`src/rtl/input_conditioner_if.sv`:
```
// Pin-side bundle for the input conditioner: raw pin levels in, conditioned levels and pulses out.
// The master drives raw_in; the slave (the conditioner) drives everything else.
interface input_conditioner_if #(
    parameter int N_IN = 5
);
  logic [N_IN-1:0] raw_in;
  logic [N_IN-1:0] clean;
  logic [N_IN-1:0] rise;
  logic [N_IN-1:0] fall;
  logic [N_IN-1:0] toggle;

  modport master (output raw_in, input clean, rise, fall, toggle);
  modport slave  (input raw_in, output clean, rise, fall, toggle);
endinterface

```
`src/rtl/input_conditioner.sv`:
```
// Per-channel synchroniser + debounce FSM producing clean level, rise/fall pulses and a push toggle.
// Latency SYNC_STAGES+DB_CYCLES+1 edges from a stable raw level; no backpressure, outputs registered.
module input_conditioner #(
    parameter int N_IN        = 5,
    parameter int SYNC_STAGES = 2,
    parameter int DB_CYCLES   = 250000
) (
    input logic              clk,
    input logic              rst,
    input_conditioner_if.slave io
);

  localparam int CW = $clog2(DB_CYCLES + 1);
  localparam logic [CW-1:0] CNT_LAST = CW'(DB_CYCLES - 1);

  typedef enum logic [1:0] {
    ST_LO,
    WAIT_HI,
    ST_HI,
    WAIT_LO
  } state_t;

  if (DB_CYCLES < 1 || SYNC_STAGES < 2) begin : g_param_check
    $error("input_conditioner: DB_CYCLES must be >= 1 and SYNC_STAGES >= 2");
  end

  for (genvar i = 0; i < N_IN; i++) begin : g_ch
    logic [SYNC_STAGES-1:0] sff;
    logic                   sync;
    state_t                 st;
    logic [CW-1:0]          cnt;
    logic                   c_clean;
    logic                   c_rise;
    logic                   c_fall;
    logic                   c_tog;

    always_ff @(posedge clk or posedge rst) begin
      if (rst) sff <= '0;
      else     sff <= {sff[SYNC_STAGES-2:0], io.raw_in[i]};
    end

    assign sync = sff[SYNC_STAGES-1];

    // Pulses default low so each lasts exactly the cycle in which clean changes.
    always_ff @(posedge clk or posedge rst) begin
      if (rst) begin
        st      <= ST_LO;
        cnt     <= '0;
        c_clean <= 1'b0;
        c_rise  <= 1'b0;
        c_fall  <= 1'b0;
        c_tog   <= 1'b0;
      end else begin
        c_rise <= 1'b0;
        c_fall <= 1'b0;
        case (st)
          ST_LO: begin
            c_clean <= 1'b0;
            if (sync) begin
              st  <= WAIT_HI;
              cnt <= '0;
            end
          end
          WAIT_HI: begin
            if (!sync) begin
              st <= ST_LO;
            end else if (cnt == CNT_LAST) begin
              st      <= ST_HI;
              c_clean <= 1'b1;
              c_rise  <= 1'b1;
              c_tog   <= ~c_tog;
            end else begin
              cnt <= cnt + CW'(1);
            end
          end
          ST_HI: begin
            c_clean <= 1'b1;
            if (!sync) begin
              st  <= WAIT_LO;
              cnt <= '0;
            end
          end
          WAIT_LO: begin
            if (sync) begin
              st <= ST_HI;
            end else if (cnt == CNT_LAST) begin
              st      <= ST_LO;
              c_clean <= 1'b0;
              c_fall  <= 1'b1;
            end else begin
              cnt <= cnt + CW'(1);
            end
          end
          default: st <= ST_LO;
        endcase
      end
    end

    assign io.clean[i]  = c_clean;
    assign io.rise[i]   = c_rise;
    assign io.fall[i]   = c_fall;
    assign io.toggle[i] = c_tog;
  end

endmodule

```
`src/flat_wrapper.sv`:
```
// flat-port wrapper written by rule: the top's interface ports become plain ports
module input_conditioner_flat 
#(
    parameter int N_IN        = 5,
    parameter int SYNC_STAGES = 2,
    parameter int DB_CYCLES   = 250000
)
  (clk, rst, io_raw_in, io_clean, io_rise, io_fall, io_toggle);
  input_conditioner_if #(.N_IN(N_IN)) io_i ();
  input logic clk;
  input logic rst;
  input wire logic [$bits(io_i.raw_in)-1:0] io_raw_in;
  output wire logic [$bits(io_i.clean)-1:0] io_clean;
  output wire logic [$bits(io_i.rise)-1:0] io_rise;
  output wire logic [$bits(io_i.fall)-1:0] io_fall;
  output wire logic [$bits(io_i.toggle)-1:0] io_toggle;
  assign io_i.raw_in = io_raw_in;
  assign io_clean = io_i.clean;
  assign io_rise = io_i.rise;
  assign io_fall = io_i.fall;
  assign io_toggle = io_i.toggle;
  input_conditioner #(.N_IN(N_IN), .SYNC_STAGES(SYNC_STAGES), .DB_CYCLES(DB_CYCLES)) u_core (.clk(clk), .rst(rst), .io(io_i));
endmodule
```
`config.mk`:
```
export PLATFORM = sky130hd
export DESIGN_NAME = input_conditioner_flat
export DESIGN_NICKNAME = d
export VERILOG_FILES = /design/src/rtl/input_conditioner_if.sv /design/src/rtl/input_conditioner.sv /design/src/flat_wrapper.sv
export SDC_FILE = /design/constraint.sdc
export NUM_CORES = 1
export LEC_CHECK = 0
export BUFFER_PORTS_ARGS = -buffer_cell sky130_fd_sc_hd__buf_2
export CAP_MARGIN = 10
export CELL_PAD_IN_SITES_DETAIL_PLACEMENT = 0
export CELL_PAD_IN_SITES_GLOBAL_PLACEMENT = 2
export CORE_MARGIN = 2
export CORE_UTILIZATION = 35
export CTS_BUF_LIST = sky130_fd_sc_hd__clkbuf_16
export DETAILED_ROUTE_END_ITERATION = 7
export GPL_TIMING_DRIVEN = 1
export PLACE_DENSITY = 0.71
export SLEW_MARGIN = 20
export SYNTH_ARGS = -nofsm -noshare
export SYNTH_HDL_FRONTEND = slang
export SYNTH_SLANG_ARGS = --single-unit
```
`constraint.sdc`:
```
create_clock -name clk -period 4.6 [get_ports clk]
set_input_delay 0.69 -clock clk [delete_from_list [all_inputs] [get_ports clk]]
set_output_delay 0.69 -clock clk [all_outputs]
set_load 0.1 [all_outputs]
```
==> results of run 1 <==
how the worst min path moves through the flow:
stage / from / depth (start not counted) / endpoint
6_report: u_core.g_ch[2].sff[0] / 0 / u_core.g_ch[2].sff[1]
5_1_grt: io_raw_in[4] / 1 / u_core.g_ch[4].sff[0]
4_1_cts: u_core.g_ch[2].sff[0] / 0 / u_core.g_ch[2].sff[1]
3_3_place_gp: u_core.g_ch[2].sff[0] / 0 / u_core.g_ch[2].sff[1]
3_5_place_dp: u_core.g_ch[2].sff[0] / 0 / u_core.g_ch[2].sff[1]
2_1_floorplan: u_core.g_ch[0].sff[0] / 0 / u_core.g_ch[0].sff[1]
per-stage QoR:
stage,hold WS (ns),cells,worst slack [ns],area [sq um],power (uW)
global placement,0.3363,1005,2.092,7488,2835
floorplan,0.3312,756,0.4407,7266,2576
finish,0.3507,1037,2.070,8039,4078
global route,0.3591,1037,1.808,8039,4382
detailed placement,0.3393,1005,2.079,7492,2866
CTS,0.3523,1037,2.045,8039,4141
cell families after synthesis:
logic type	Yosys count	synth area share
AOI/OAI and AO/OA	118	0.1168
xor gates and xnor gates	64	0.07715
adders and majority gates	25	0.04305
buffers and inverters	82	0.05407
DFF	130	0.4477
muxes	17	0.02549
and+or+nand+nor	320	0.2357
critical path, delay by kind of cell (launching register included):
kind	cells	cell delay (ns)
flops	1	0.41
fa+ha+maj	1	0.26
simple gates	2	0.26
buf+inv	1	0.16
mux	1	0.36
compound gates	2	0.97
flip-flops by register name, indices dropped and copies added, names as in the netlist, named ones only:
signal               count
u_core.g_ch.c_fall       5
u_core.g_ch.c_clean      5
u_core.g_ch.c_tog        5
u_core.g_ch.c_rise       5
u_core.g_ch.cnt         90
u_core.g_ch.st           5
u_core.g_ch.sff         10
layout make-up:
| cell class | count | share of cell area |
|---|---|---|
| inverters | 32 | 0.01556 |
| clock inverters | 15 | 0.01510 |
| well taps | 270 | 0.04202 |
| multi-input cells | 544 | 0.4507 |
| clock buffers | 17 | 0.05292 |
| repair buffers | 29 | 0.01899 |
| flip-flops and latches | 130 | 0.4047 |
cells in the mapped netlist (3+ instances only):
library cell / count / area, sq um
a21oi_1: 25 / 125.1
a2111oi_0: 12 / 105.1
nor2_1: 95 / 356.6
o31ai_1: 7 / 52.55
a22o_1: 3 / 26.28
and3_1: 17 / 106.4
xor2_1: 10 / 87.58
o21ai_0: 14 / 70.07
and2_1: 4 / 25.02
a32o_1: 3 / 30.03
nor4_1: 19 / 118.9
a221o_1: 4 / 40.04
nand2_1: 37 / 138.9
nand4_1: 14 / 87.58
mux2i_1: 8 / 80.08
inv_1: 32 / 120.1
nor2b_1: 7 / 43.79
or3_1: 7 / 43.79
a31oi_1: 4 / 25.02
nand3b_1: 3 / 22.52
ha_1: 25 / 312.8
dfrtp_1: 130 / 3253
or4_1: 4 / 30.03
buf_4: 20 / 150.1
a31o_2: 3 / 26.28
mux2_1: 4 / 45.04
nor4b_1: 7 / 61.31
a211oi_1: 13 / 97.59
o21ai_1: 5 / 25.02
nor3b_1: 6 / 45.04
o2111ai_1: 3 / 26.28
nor3_1: 33 / 165.2
mux2_2: 4 / 45.04
clkbuf_1: 25 / 93.84
nand3_1: 30 / 150.1
and4_1: 16 / 140.1
a21o_1: 5 / 37.54
nand2b_1: 6 / 37.54
xnor2_1: 54 / 473.0
power by group through the flow:
stage | clock network [uW] | logic (uW) | registers [uW]
after CTS | 1290 | 1470 | 1390
after global placement | 0 | 1440 | 1400
after global routing | 1340 | 1630 | 1410
after floorplan | 0 | 1200 | 1370
final | 1240 | 1450 | 1390
after detailed placement | 0 | 1460 | 1410
metal layers:
| metal | vias to the layer above | wire length, um | part of all wire | track usage |
|---|---|---|---|---|
| met5 | - | 0 | 0 | 0 |
| li1 | 2713 | - | - | - |
| met1 | 2633 | 7434 | 0.49 | 0.1998 |
| met4 | 0 | 113 | 0.0075 | 0.04429 |
| met2 | 94 | 6944 | 0.46 | 0.2322 |
| met3 | 9 | 571 | 0.038 | 0.03620 |
==> impl_metrics.csv, run 1 <==
group,metric,value,unit
drt,firstDrtPassIters,4,
clock_tree,cts-resized-gates,0,
die,die-area,0.02193,sq mm
flow_run,cap_violations,0,
sta,tightestPinTransition,0.9653,ns
global_routing,grt_pass1_wl,26320,um
finish,utilization,0.3960,
die,fp.dieW,148.1,um
sta,slew_headroom,0.3565,
setup_path,endpoint,"u_core.g_ch[4].cnt[0]",
power_and_ir_drop,p_comb_frac,0.355,
place,place_congestion,0.7709,
power_and_ir_drop,switching_power,1604,uW
finish,final-seq-area,0.003253,sq mm
power_and_ir_drop,pwr-share-clk,0.304,
setup_path,crit_chain,"inv_1 > ha_1 > nor2_1 > a21oi_1 > a21oi_1 > nor2_1 > mux2_2",
yosys,syn_area_per_cell,9.611,sq um
drt,ant_nets,0,
setup_path,path_max_fanout,15,
die,ios,27,
sta,fmax,395.2,MHz
power_and_ir_drop,p_int,2474,uW
yosys,synth_edf_count,0,
clock_tree,clkSinkCount,130,
clock_tree,cts_tree,"yes",
sta,rsz0062_at_grt,"false",
yosys,synthArstFlopShare,1.000,
clock_tree,clockBufferDepth,2,
clock_tree,h-tree-depth,4,
drt,drc,0,
clock_tree,postCtsSetupBuffers,0,
min_path,min_path_type,"flop to flop",
setup_path,endpoint_kind,"flop",
die,core_area,0.02030,sq mm
setup_path,reg2reg_setup_slack,2.07,ns
setup_path,startpoint,"u_core.g_ch[4].st[0]",
finish,fillers,2034,
yosys,syn_inst,756,
yosys,synth.distinct_cells,68,
setup_path,cp.required,4.90,ns
clock_tree,clk_pin_slew,0.06,ns
setup_path,cp-start-kind,"flop",
finish,most-common-layout-cells,"dfrtp_1, nor2_1, xnor2_1",
sta,finalMaxSlewViolations,0,
global_routing,gr-usage-all-layers,0.1467,
yosys,ys_ff_latch,130,
power_and_ir_drop,vdd_ir_drop_max,0.0003524,V
setup_path,rr_worst_depth,7,
finish,area.growth.synth_to_final,10.64,%
setup_path,cpPeakStageDelay,0.77,ns
sta,finalHoldViolations,0,
die,start_util,0.3579,
setup_path,arrival,2.83,ns
finish,drive_gt1_frac,0.1043,
drt,drt-total-wl,15060,um
power_and_ir_drop,power.density,507.3,mW/mm^2
power_and_ir_drop,leakage,0.003344,uW
yosys,synth_nets,788,
clock_tree,cts_hold_buf,0,
setup_path,r2r_end,"u_core.g_ch[4].cnt[0]",
place,io_buffers,26,
finish,layout.nets,786,
finish,num_antenna_cells,0,
drt,num_vias,5449,
power_and_ir_drop,p_seq_frac,0.340,
setup_path,slowest_stage,"a21oi_1",
finish,final_common_cell,"dfrtp_1",
die,dieHeight,148.1,um
sta,fin_crit_sh,0.5500,
global_routing,grt_max_degree,105,
global_routing,grt_antenna_before_repair,0,
sta,setup_viol,0,
power_and_ir_drop,switching_share,0.3934,
finish,multi_input_area,0.003623,sq mm
setup_path,worstReg2RegStart,"u_core.g_ch[4].st[0]",
sta,period_needed,2.530,ns
yosys,syn_area,0.007266,sq mm
drt,via_per_inst,5.255,
yosys,ys_seq_area_frac,0.4477,
global_routing,first_global_vias,5394,
place,dp_hpwl,10330,um
global_routing,grt.overflow.total,0,
status,status,"finished clean",
yosys,synth_top_flop_cell,"dfrtp_1",
drt,drt_iter0_drc,291,
clock_tree,cts_buffers,17,
clock_tree,cts_root_buf,"clkbuf_16",
clock_tree,insertion_delay,0.41,ns
setup_path,critical_path_class,"flop to flop",
sta,skew,0.008236,ns
yosys,yosysWarningCount,0,
sta,finalSetupTns,0,ns
drt,wl_per_cell,14.53,um
die,rows,52,
No activity file was read; power rests on OpenSTA's default activity.
==> inputs of run 2 (changes only) <==
PLACE_DENSITY = 0.74   (was 0.71)
clock period = 2.1 ns   (was 4.6 ns; I/O delays follow)
==> impl_metrics.csv, run 2 (same netlist as run 1, synthesis figures left out) <==
group,metric,value,unit
finish,postLayoutCellArea,0.008856,sq mm
global_routing,grt.overflow.total,0,
power_and_ir_drop,switching_share,0.3720,
power_and_ir_drop,p_seq_frac,0.308,
power_and_ir_drop,p_int,6143,uW
setup_path,arrival,2.42,ns
global_routing,grt_antenna_before_repair,0,
power_and_ir_drop,finalPower,9782,uW
drt,ant_nets,0,
sta,fmax,471.4,MHz
clock_tree,clockBufferDepth,2,
setup_path,cp-start-kind,"flop",
place,dp.cells,1076,
die,fp.dieW,148.1,um
power_and_ir_drop,vdd_ir_drop_max,0.0006264,V
die,dieHeight,148.1,um
power_and_ir_drop,switching_power,3639,uW
global_routing,first_global_vias,5867,
drt,drt-total-wl,16130,um
drt,wl_per_cell,14.43,um
finish,top_register,"u_core.g_ch.cnt",
finish,drive_gt1_frac,0.2064,
die,ios,27,
power_and_ir_drop,pwr-share-clk,0.296,
clock_tree,insertion_delay,0.41,ns
clock_tree,cts_root_buf,"clkbuf_16",
place,placed_area,0.008058,sq mm
sta,setup_viol,1,
setup_path,endpoint_kind,"flop",
sta,layout_setup_ws,-0.02143,ns
clock_tree,cts_tree,"yes",
drt,drt_iter0_drc,295,
die,rows,52,
global_routing,grt_pass1_wl,28090,um
finish,largest_reg_flops,90,
min_path,min_path_type,"flop to flop",
sta,finalMaxSlewViolations,0,
sta,fin_crit_sh,1.010,
power_and_ir_drop,leakage,0.003823,uW
finish,num_antenna_cells,0,
finish,largest_registers,"u_core.g_ch.cnt x90, u_core.g_ch.sff x10",
die,core_area,0.02030,sq mm
drt,firstDrtPassIters,4,
sta,slew_headroom,0.6771,
setup_path,cp.required,2.40,ns
finish,final_cells,1118,
place,io_buffers,26,
global_routing,grt_max_degree,43,
finish,final_common_cell,"dfrtp_1",
power_and_ir_drop,power.density,1105,mW/mm^2
clock_tree,cts_buffers,17,
clock_tree,h-tree-depth,4,
drt,num_vias,5744,
place,pre_cts_ws,-0.06041,ns
place,place_congestion,0.8030,
finish,layout.nets,868,
setup_path,path_max_fanout,3,
clock_tree,clkSinkCount,130,
die,start_util,0.3579,
status,violations,"setup timing",
global_routing,gr-usage-all-layers,0.1541,
drt,drc,0,
place,dp_hpwl,11350,um
setup_path,critical_path_class,"flop to flop",
setup_path,reg2reg_setup_slack,-0.02,ns
power_and_ir_drop,p_comb_frac,0.396,
die,die-area,0.02193,sq mm
sta,skew,0.009015,ns
sta,tightestPinTransition,0.4722,ns
clock_tree,clk_pin_slew,0.06,ns
finish,most-common-layout-cells,"dfrtp_1, nor2_1, buf_4",
flow_run,cap_violations,0,
sta,finalHoldViolations,0,
sta,rsz0062_at_grt,"true",
finish,area.growth.synth_to_final,21.89,%
drt,via_per_inst,5.138,
sta,period_needed,2.121,ns
status,status,"finished, violations left",
==> run 2: what timing repair did <==
item / 4_1_cts / 5_1_grt
hold endpoints to repair: 21 / 0
buffers inserted: 0 / 5
pin swaps: 0 / 2
endpoints found under the setup margin: 6 / 45
hold buffers: 6 / 0
gates resized for setup: 5 / 32
==> run 2: metal layers <==
metal  part of all wire  vias up  GRT usage  routed length [um]
met4             0.0096        0    0.03762                 155
met5                  0        -          0                   0
met3              0.025       15    0.03804                 403
met2               0.46       64     0.2481                7475
met1               0.50     2803     0.2097                8094
li1                   -     2862          -                   -
==> run 2: path summary, 6_finish.rpt <==
| check | from | end | depth (start not counted) |
|---|---|---|---|
| worst max-delay path | u_core.g_ch[2].cnt[11] | u_core.g_ch[2].c_clean | 5 |
| worst min-delay path | u_core.g_ch[0].sff[0] | u_core.g_ch[0].sff[1] | 0 |
| worst max register to register | u_core.g_ch[2].cnt[11] | u_core.g_ch[2].c_clean | 5 |
| min in group asynchronous | rst | u_core.g_ch[4].cnt[10] | 3 |
| max in group asynchronous | rst | u_core.g_ch[1].cnt[10] | 4 |
| worst min register to register | u_core.g_ch[0].sff[0] | u_core.g_ch[0].sff[1] | 0 |
==> run 2: worst max-delay path: stages (launching register included) <==
cell and delay (ns):
dfrtp_1 0.40, or4b_4 0.55, or4_4 0.47, o31ai_4 0.20, o21ai_2 0.09, mux2_4 0.30
==> run 2: cell type report <==
class                   count  area [sq um]
clock inverters            14         147.6
repair buffers            111         824.5
well taps                 270         337.8
fillers                  1956         11440
clock buffers              17         425.4
multi-input cells         544          3744
flip-flops and latches    130          3253
inverters                  32         123.9
==> run 2: stage by stage <==
stage | setup TNS (ns) | util | hold slack (ns)
4_1_cts | -0.02058 | 0.4291 | 0.3477
3_5_place_dp | -0.1003 | 0.3969 | 0.3347
3_3_place_gp | -0.1492 | 0.3969 | 0.3316
6_report | -0.02143 | 0.4363 | 0.3462
2_1_floorplan | 0 | - | 0.3312
5_1_grt | -0.2377 | 0.4363 | 0.3666
==> run 2: power by group through the flow <==
stage / clock network [uW] / registers (uW) / logic (uW)
final: 2900 / 3010 / 3870
after global routing: 3100 / 3060 / 4320
after CTS: 2990 / 3020 / 3780
after detailed placement: 0 / 3060 / 3730
after global placement: 0 / 3050 / 3690
after floorplan: 0 / 3000 / 2640
==> inputs of run 3 (changes only) <==
GPL_TIMING_DRIVEN = 0   (was 1)
==> impl_metrics.csv, run 3 (same netlist as run 1, synthesis figures left out) <==
group,metric,value,unit
setup_path,rr_worst_depth,5,
drt,drt-total-wl,16320,um
min_path,min_path_type,"flop to flop",
setup_path,cp-start-kind,"flop",
finish,layout.nets,848,
clock_tree,h-tree-depth,4,
place,place_congestion,0.7844,
clock_tree,insertion_delay,0.42,ns
place,dp_hpwl,11270,um
place,placed_area,0.007825,sq mm
finish,final_common_cell,"dfrtp_1",
die,dieHeight,148.1,um
die,die-area,0.02193,sq mm
finish,postLayoutCellArea,0.009036,sq mm
finish,area.growth.synth_to_final,24.37,%
setup_path,arrival,2.42,ns
clock_tree,clk_pin_slew,0.06,ns
sta,layout_setup_ws,-0.01490,ns
finish,largest_registers,"u_core.g_ch.cnt x90, u_core.g_ch.sff x10",
power_and_ir_drop,p_comb_frac,0.388,
sta,fmax,472.8,MHz
global_routing,grt_pass1_wl,28180,um
status,violations,"setup timing",
finish,top_register,"u_core.g_ch.cnt",
sta,period_needed,2.115,ns
drt,drt_iter0_drc,285,
finish,utilization,0.4451,
global_routing,grt_max_degree,33,
die,ios,27,
drt,firstDrtPassIters,5,
setup_path,path_max_fanout,3,
drt,num_vias,5727,
sta,finalHoldViolations,0,
clock_tree,cts_tree,"yes",
power_and_ir_drop,power.density,1109,mW/mm^2
die,rows,52,
drt,via_per_inst,5.211,
global_routing,grt.overflow.total,0,
die,fp.dieW,148.1,um
finish,drive_gt1_frac,0.2352,
sta,tightestPinTransition,0.6603,ns
setup_path,endpoint_kind,"flop",
sta,skew,0.007223,ns
clock_tree,clockBufferDepth,2,
sta,fin_crit_sh,1.007,
finish,largest_reg_flops,90,
power_and_ir_drop,switching_share,0.3837,
global_routing,first_global_vias,5934,
die,core_area,0.02030,sq mm
sta,finalSetupTns,-0.01490,ns
global_routing,grt_antenna_before_repair,0,
power_and_ir_drop,p_int,6173,uW
status,status,"finished, violations left",
power_and_ir_drop,finalPower,10020,uW
sta,rsz0062_at_grt,"true",
drt,drc,0,
clock_tree,cts_buffers,17,
setup_path,slowest_stage,"or4b_4",
setup_path,crit_chain,"or4b_4 > or4_4 > o31ai_4 > o21ai_2 > mux2_4",
global_routing,gr-usage-all-layers,0.1561,
power_and_ir_drop,leakage,0.003761,uW
setup_path,cpPeakStageDelay,0.55,ns
power_and_ir_drop,vdd_ir_drop_max,0.0005768,V
clock_tree,clkSinkCount,130,
setup_path,cp.required,2.41,ns
die,start_util,0.3579,
setup_path,critical_path_class,"flop to flop",
power_and_ir_drop,p_seq_frac,0.304,
drt,ant_nets,0,
sta,slew_headroom,0.5589,
finish,most-common-layout-cells,"dfrtp_1, nor2_1, xnor2_1",
drt,wl_per_cell,14.85,um
place,io_buffers,26,
min_path,hold-path-cell-count,0,
sta,finalMaxSlewViolations,0,
flow_run,cap_violations,0,
power_and_ir_drop,pwr-share-clk,0.309,
finish,num_antenna_cells,0,
sta,setup_viol,1,
power_and_ir_drop,switching_power,3843,uW
clock_tree,cts_root_buf,"clkbuf_16",
-- run 3: path summary, 6_finish.rpt --
check,start,to,slack (ns)
max,u_core.g_ch[2].cnt[11],u_core.g_ch[2].c_clean,-0.01
min,u_core.g_ch[1].sff[0],u_core.g_ch[1].sff[1],0.35
max reg2reg,u_core.g_ch[2].cnt[11],u_core.g_ch[2].c_clean,-0.01
min reg2reg,u_core.g_ch[1].sff[0],u_core.g_ch[1].sff[1],0.35
max in group asynchronous,rst,u_core.g_ch[0].cnt[1],0.77
min in group asynchronous,rst,u_core.g_ch[4].sff[0],0.54
-- run 3: critical path, delay by kind of cell, from the launching register on --
| kind | cells | cell delay (ns) |
|---|---|---|
| multiplexers | 1 | 0.30 |
| flip-flops | 1 | 0.41 |
| AO/OA/AOI/OAI | 2 | 0.28 |
| AND/OR/NAND/NOR | 2 | 1.02 |
-- run 3: per-stage QoR --
| stage | hold slack (ns) | setup WS (ns) | cells |
|---|---|---|---|
| finish | 0.3466 | -0.01490 | 1099 |
| global placement | 0.3377 | -0.7564 | 1052 |
| global route | 0.3508 | -0.06970 | 1099 |
| floorplan | 0.3312 | 0.005179 | 756 |
| detailed placement | 0.3347 | -0.3857 | 1056 |
| CTS | 0.3479 | -0.02981 | 1096 |
-- run 3: final cells by class --
cell class | instances | area (sq um)
plain buffers | 43 | 274.0
repair buffers | 47 | 360.3
inverters | 32 | 123.9
fillers | 1951 | 11260
multi-input cells | 545 | 4069
flip-flops and latches | 130 | 3254
clock inverters | 15 | 191.4
well taps | 270 | 337.8
clock buffers | 17 | 425.4
-- run 3: timing repair --
item,CTS,global route
endpoints found under the hold margin,24,0
resized for setup,44,81
setup buffers,4,7
pin swaps,3,9
setup endpoints to repair,73,83
gates cloned,0,1
hold buffers,6,0
-- run 3: power groups by stage --
stage | Sequential [uW] | Combinational [uW] | Clock, uW
finish | 3040 | 3880 | 3090
global route | 3090 | 4320 | 3280
CTS | 3030 | 3540 | 3180
detailed placement | 3070 | 3390 | 0
global placement | 3050 | 3310 | 0
floorplan | 3000 | 2640 | 0
-- run 3: layer usage --
metal	wire length [um]	GRT usage
met5	0	0
met4	334	0.06476
met3	407	0.02853
met2	7995	0.2632
met1	7580	0.1980
